===== config.mk =====
export PLATFORM = sky130hd
export DESIGN_NAME = dc_blocker
export DESIGN_NICKNAME = d
export VERILOG_FILES = /design/src/rtl/dc_blocker.sv
export SDC_FILE = /design/constraint.sdc
export NUM_CORES = 1
export LEC_CHECK = 0
export BUFFER_PORTS_ARGS = -buffer_cell sky130_fd_sc_hd__buf_4
export CAP_MARGIN = 20
export CORE_MARGIN = 5
export CORE_UTILIZATION = 45
export CTS_BUF_LIST = sky130_fd_sc_hd__clkbuf_8
export DETAILED_ROUTE_END_ITERATION = 6
export PLACE_DENSITY = 0.69
export SLEW_MARGIN = 20
export SYNTH_ARGS = -nofsm -noshare
export SYNTH_HDL_FRONTEND = slang
export SYNTH_SLANG_ARGS = --single-unit

===== constraint.sdc =====
create_clock -name clk -period 10.6 [get_ports clk]
set_clock_uncertainty 0.15 [all_clocks]
set_input_delay 1.06 -clock clk [delete_from_list [all_inputs] [get_ports clk]]
set_output_delay 1.06 -clock clk [all_outputs]
set_load 0.01 [all_outputs]

===== src/rtl/dc_blocker.sv =====
// First-order DC blocker y[n] = x[n] - x[n-1] + a*y[n-1], a = 1 - 2^-ALPHA_SHIFT,
// on offset-binary input samples with one register stage of latency.
module dc_blocker #(
    parameter int INPUT_DW           = 12,
    parameter int INTERNAL_FRAC_BITS = 8,
    parameter int OUTPUT_FRAC_BITS   = 4,
    parameter int ALPHA_SHIFT        = 5
) (
    input  logic                                         clk,
    input  logic                                         rst,
    input  logic [INPUT_DW-1:0]                          data_i,
    input  logic                                         en_i,
    input  logic                                         valid_i,
    output logic                                         valid_o,
    output logic signed [INPUT_DW+OUTPUT_FRAC_BITS:0]    data_o
);

    localparam int YW = INPUT_DW + 2 + INTERNAL_FRAC_BITS;
    localparam int SW = YW + 2;
    localparam int OW = INPUT_DW + 1 + OUTPUT_FRAC_BITS;
    localparam int SH = INTERNAL_FRAC_BITS - OUTPUT_FRAC_BITS;

    localparam logic signed [SW-1:0] Y_MAX = {{(SW-YW+1){1'b0}}, {(YW-1){1'b1}}};
    localparam logic signed [SW-1:0] Y_MIN = {{(SW-YW+1){1'b1}}, {(YW-1){1'b0}}};
    localparam logic signed [YW:0]   O_MAX = {{(YW-OW+2){1'b0}}, {(OW-1){1'b1}}};
    localparam logic signed [YW:0]   O_MIN = {{(YW-OW+2){1'b1}}, {(OW-1){1'b0}}};
    localparam logic signed [YW:0]   RND   = (YW+1)'((2**SH) / 2);

    logic signed [INPUT_DW-1:0] xs;
    logic signed [INPUT_DW-1:0] x_prev_q, x_prev_d;
    logic signed [INPUT_DW:0]   diff;
    logic signed [SW-1:0]       d_ext, y_ext, sum;
    logic signed [YW-1:0]       y_prev_q, y_prev_d, y_sat;
    logic signed [YW:0]         y_rnd, y_shift;
    logic signed [OW-1:0]       data_q, data_d, out_sat, bypass;
    logic                       valid_q;

    // Inverting the MSB turns offset-binary into two's complement around mid-code.
    assign xs     = {~data_i[INPUT_DW-1], data_i[INPUT_DW-2:0]};
    assign diff   = (INPUT_DW+1)'(xs) - (INPUT_DW+1)'(x_prev_q);
    assign bypass = OW'(xs) <<< OUTPUT_FRAC_BITS;

    always_comb begin
        d_ext = SW'(diff) <<< INTERNAL_FRAC_BITS;
        y_ext = SW'(y_prev_q);
        sum   = d_ext + y_ext - (y_ext >>> ALPHA_SHIFT);

        if (sum > Y_MAX) begin
            y_sat = Y_MAX[YW-1:0];
        end else if (sum < Y_MIN) begin
            y_sat = Y_MIN[YW-1:0];
        end else begin
            y_sat = sum[YW-1:0];
        end

        y_rnd   = (YW+1)'(y_sat) + RND;
        y_shift = y_rnd >>> SH;

        if (y_shift > O_MAX) begin
            out_sat = O_MAX[OW-1:0];
        end else if (y_shift < O_MIN) begin
            out_sat = O_MIN[OW-1:0];
        end else begin
            out_sat = y_shift[OW-1:0];
        end
    end

    always_comb begin
        x_prev_d = x_prev_q;
        y_prev_d = y_prev_q;
        data_d   = data_q;
        if (valid_i) begin
            if (en_i) begin
                x_prev_d = xs;
                y_prev_d = y_sat;
                data_d   = out_sat;
            end else begin
                // Bypass restarts the filter so re-enabling begins from mid-code.
                x_prev_d = '0;
                y_prev_d = '0;
                data_d   = bypass;
            end
        end
    end

    always_ff @(posedge clk) begin
        if (!rst) begin
            x_prev_q <= '0;
            y_prev_q <= '0;
            data_q   <= '0;
            valid_q  <= 1'b0;
        end else begin
            x_prev_q <= x_prev_d;
            y_prev_q <= y_prev_d;
            data_q   <= data_d;
            valid_q  <= valid_i;
        end
    end

    assign valid_o = valid_q;
    assign data_o  = data_q;

endmodule


==> metrics <==
setup TNS=0 ns; gr usage total=0.225; placed cell count=853; Die X=120 um; CTS tree=built; commonest non-fill, non-tap cell in the layout=nand2_1; area delta synth->final=7.11%; final cycle utilization of the critical path=0.866; clk_lat worst skew=0.32 ns; busiest grt layer=met2; max incr delay on CP=0.83 ns; met2 global-route usage=0.375; Top FF cell, synth=dfxtp_1; commonest cells after routing, fill and taps aside=55 x nand2_1, 53 x inv_1, 53 x nor2_1, 52 x dfxtp_1, 46 x a21oi_1; sequential area share after synthesis=0.190; R2R depth=29; Routed WL=16700 um; initial antenna violation count=0; TritonCTS Buffers=5; die height=120 um; DP HPWL=13400 um; Vias/cell=6.16; upper clock frequency limit=0.109 GHz; first-pass GRT wire length=26200 um; flops & latches, synth=52; fillers=1177; met1 Use GR=0.308; number of synthesized flops with an enable pin=0; crit path DAT=9.26 ns; CTS Buffer Depth=2; CP Max Fanout=25; nets=789; setup violators final=0; GPL Wtd Cong=1.04; cell area after synthesis=5480 um2; vias=5307; final slew viol count=0; # DRC=0; Mapped Cells=707; slew margin rel.=0.286; clk sinks=52; setup bufs post-CTS=0; Hold Path Class=reg2reg; Final ANT Viol Nets=0; Req. time, crit path=10.68 ns; Core Rows=40; Overflow after GRT=0; fin cells=861; Starting Density=0.458; Post-CTS Hold Buffers=0; drt first-iter violations=445; Syn Area/Cell=7.74 um2; CTS H-tree lvls=2; M3 GR Usage=0.0327; post-cts resize count=0; # diodes=0; status=complete, no violations; post-synthesis cell type count=83; Crit-path slowest cell=a21oi_1; utilization after layout=0.490; pin count of the biggest net entering global routing=43; DRT Pass-1 Iters=5; Worst-Margin Slew=1.07 ns; Port Buffer Count=33; Buf/Inv on CP=2; Hold Path Depth=2; Critical Path End Type=flop; CP startpoint kind=input port; Core Box Area=12000 um2; Die Footprint=14500 um2; clock transition at the registers of the reported paths=0.10 ns; Setup Crit Path Kind=in2reg; post-route minimum period=9.18 ns; Worst path depth=31; unrepaired setup endpoints after global routing=no; Async SR Flop Fraction=0; hold slack=0.304 ns; CTS root buffer=clkbuf_8; Syn. warnings=0; # IOs=34; vias in the first global route=4915; syn_nets=783; routed len/inst=19.4 um; layout cells sized above 1=0.102; top cell family by delay on the critical path=compound AO/OA/AOI/OAI gates; Final Hold Viols=0; max_cap viols=0
per-stage QoR:
step	instance area, um2	setup WS (ns)
after floorplan	5480	3.10
after global placement	5740	1.54
after detailed placement	5740	1.27
after CTS	5860	1.57
after global routing	5860	0.787
final	5860	1.42
state kept, by name, summed over array words and instances (netlist names):
name      count
data_o       17
valid_o       1
x_prev_q     12
y_prev_q     22
synthesized netlist by cell type, drive strengths merged (6+ instances only):
cell     n  area [um2]
a21o     8        60.1
nand2   55         206
and4     7        61.3
o21a    12        90.1
o31ai    9        81.3
xnor2   16         140
ha      45         563
inv     53         199
nor2    54         210
buf     19         111
a21boi   9        67.6
nand4    9        62.6
nor3    15        80.1
and2    40         250
dfxtp   52        1040
xor2     8        77.6
o211ai  12         109
clkbuf  16        60.1
nor2b   16         100
a21oi   50         273
and3    10        67.6
o22ai   23         158
fa      15         300
nand3   19        95.1
o21ai   52         264
mux2i    6        60.1
final cells by class:
class                      instances  area [um2]  share of cell area
multi-input combinational        567        4060               0.693
clock inverter                     2        38.8             0.00661
tap                              147         184              0.0314
timing repair buffer              34         255              0.0435
inverter                          53         199              0.0339
sequential                        52        1040               0.178
clock buffer                       6        82.6              0.0141
final timing paths:
check,from,end,slack (ns)
setup / recovery,data_i[0],data_o[10]$_SDFFE_PN0P_,1.42
hold / removal,data_o[5]$_SDFFE_PN0P_,data_o[5]$_SDFFE_PN0P_,0.30
setup reg to reg,x_prev_q[0]$_SDFFE_PN0P_,data_o[10]$_SDFFE_PN0P_,1.97
hold reg to reg,data_o[5]$_SDFFE_PN0P_,data_o[5]$_SDFFE_PN0P_,0.30
cell families after synthesis:
| group | count (synthesis) | share of synthesized area |
|---|---|---|
| compound gates | 221 | 0.283 |
| xor+xnor | 24 | 0.0398 |
| fa+ha+maj | 60 | 0.158 |
| buf+inv | 88 | 0.0676 |
| flops | 52 | 0.190 |
| mux | 8 | 0.0151 |
| simple gates | 254 | 0.247 |
worst register-to-register path, delay by kind of cell (launching register included):
kind / cells / cell delay, ns
AND/OR/NAND/NOR: 8 / 1.95
adder cells (fa/ha/maj): 5 / 2.00
flip-flops: 1 / 0.33
AO/OA/AOI/OAI: 16 / 4.09
per-layer routing:
layer / vias to the layer above / part of all wire
met5: - / 0
met4: 0 / 0.019
met3: 21 / 0.049
met2: 156 / 0.46
met1: 2568 / 0.47
li1: 2562 / -
Power is left out: the tool's default activity adds up to more than one toggle a clock period on the data nets, which glitch-free logic cannot reach.
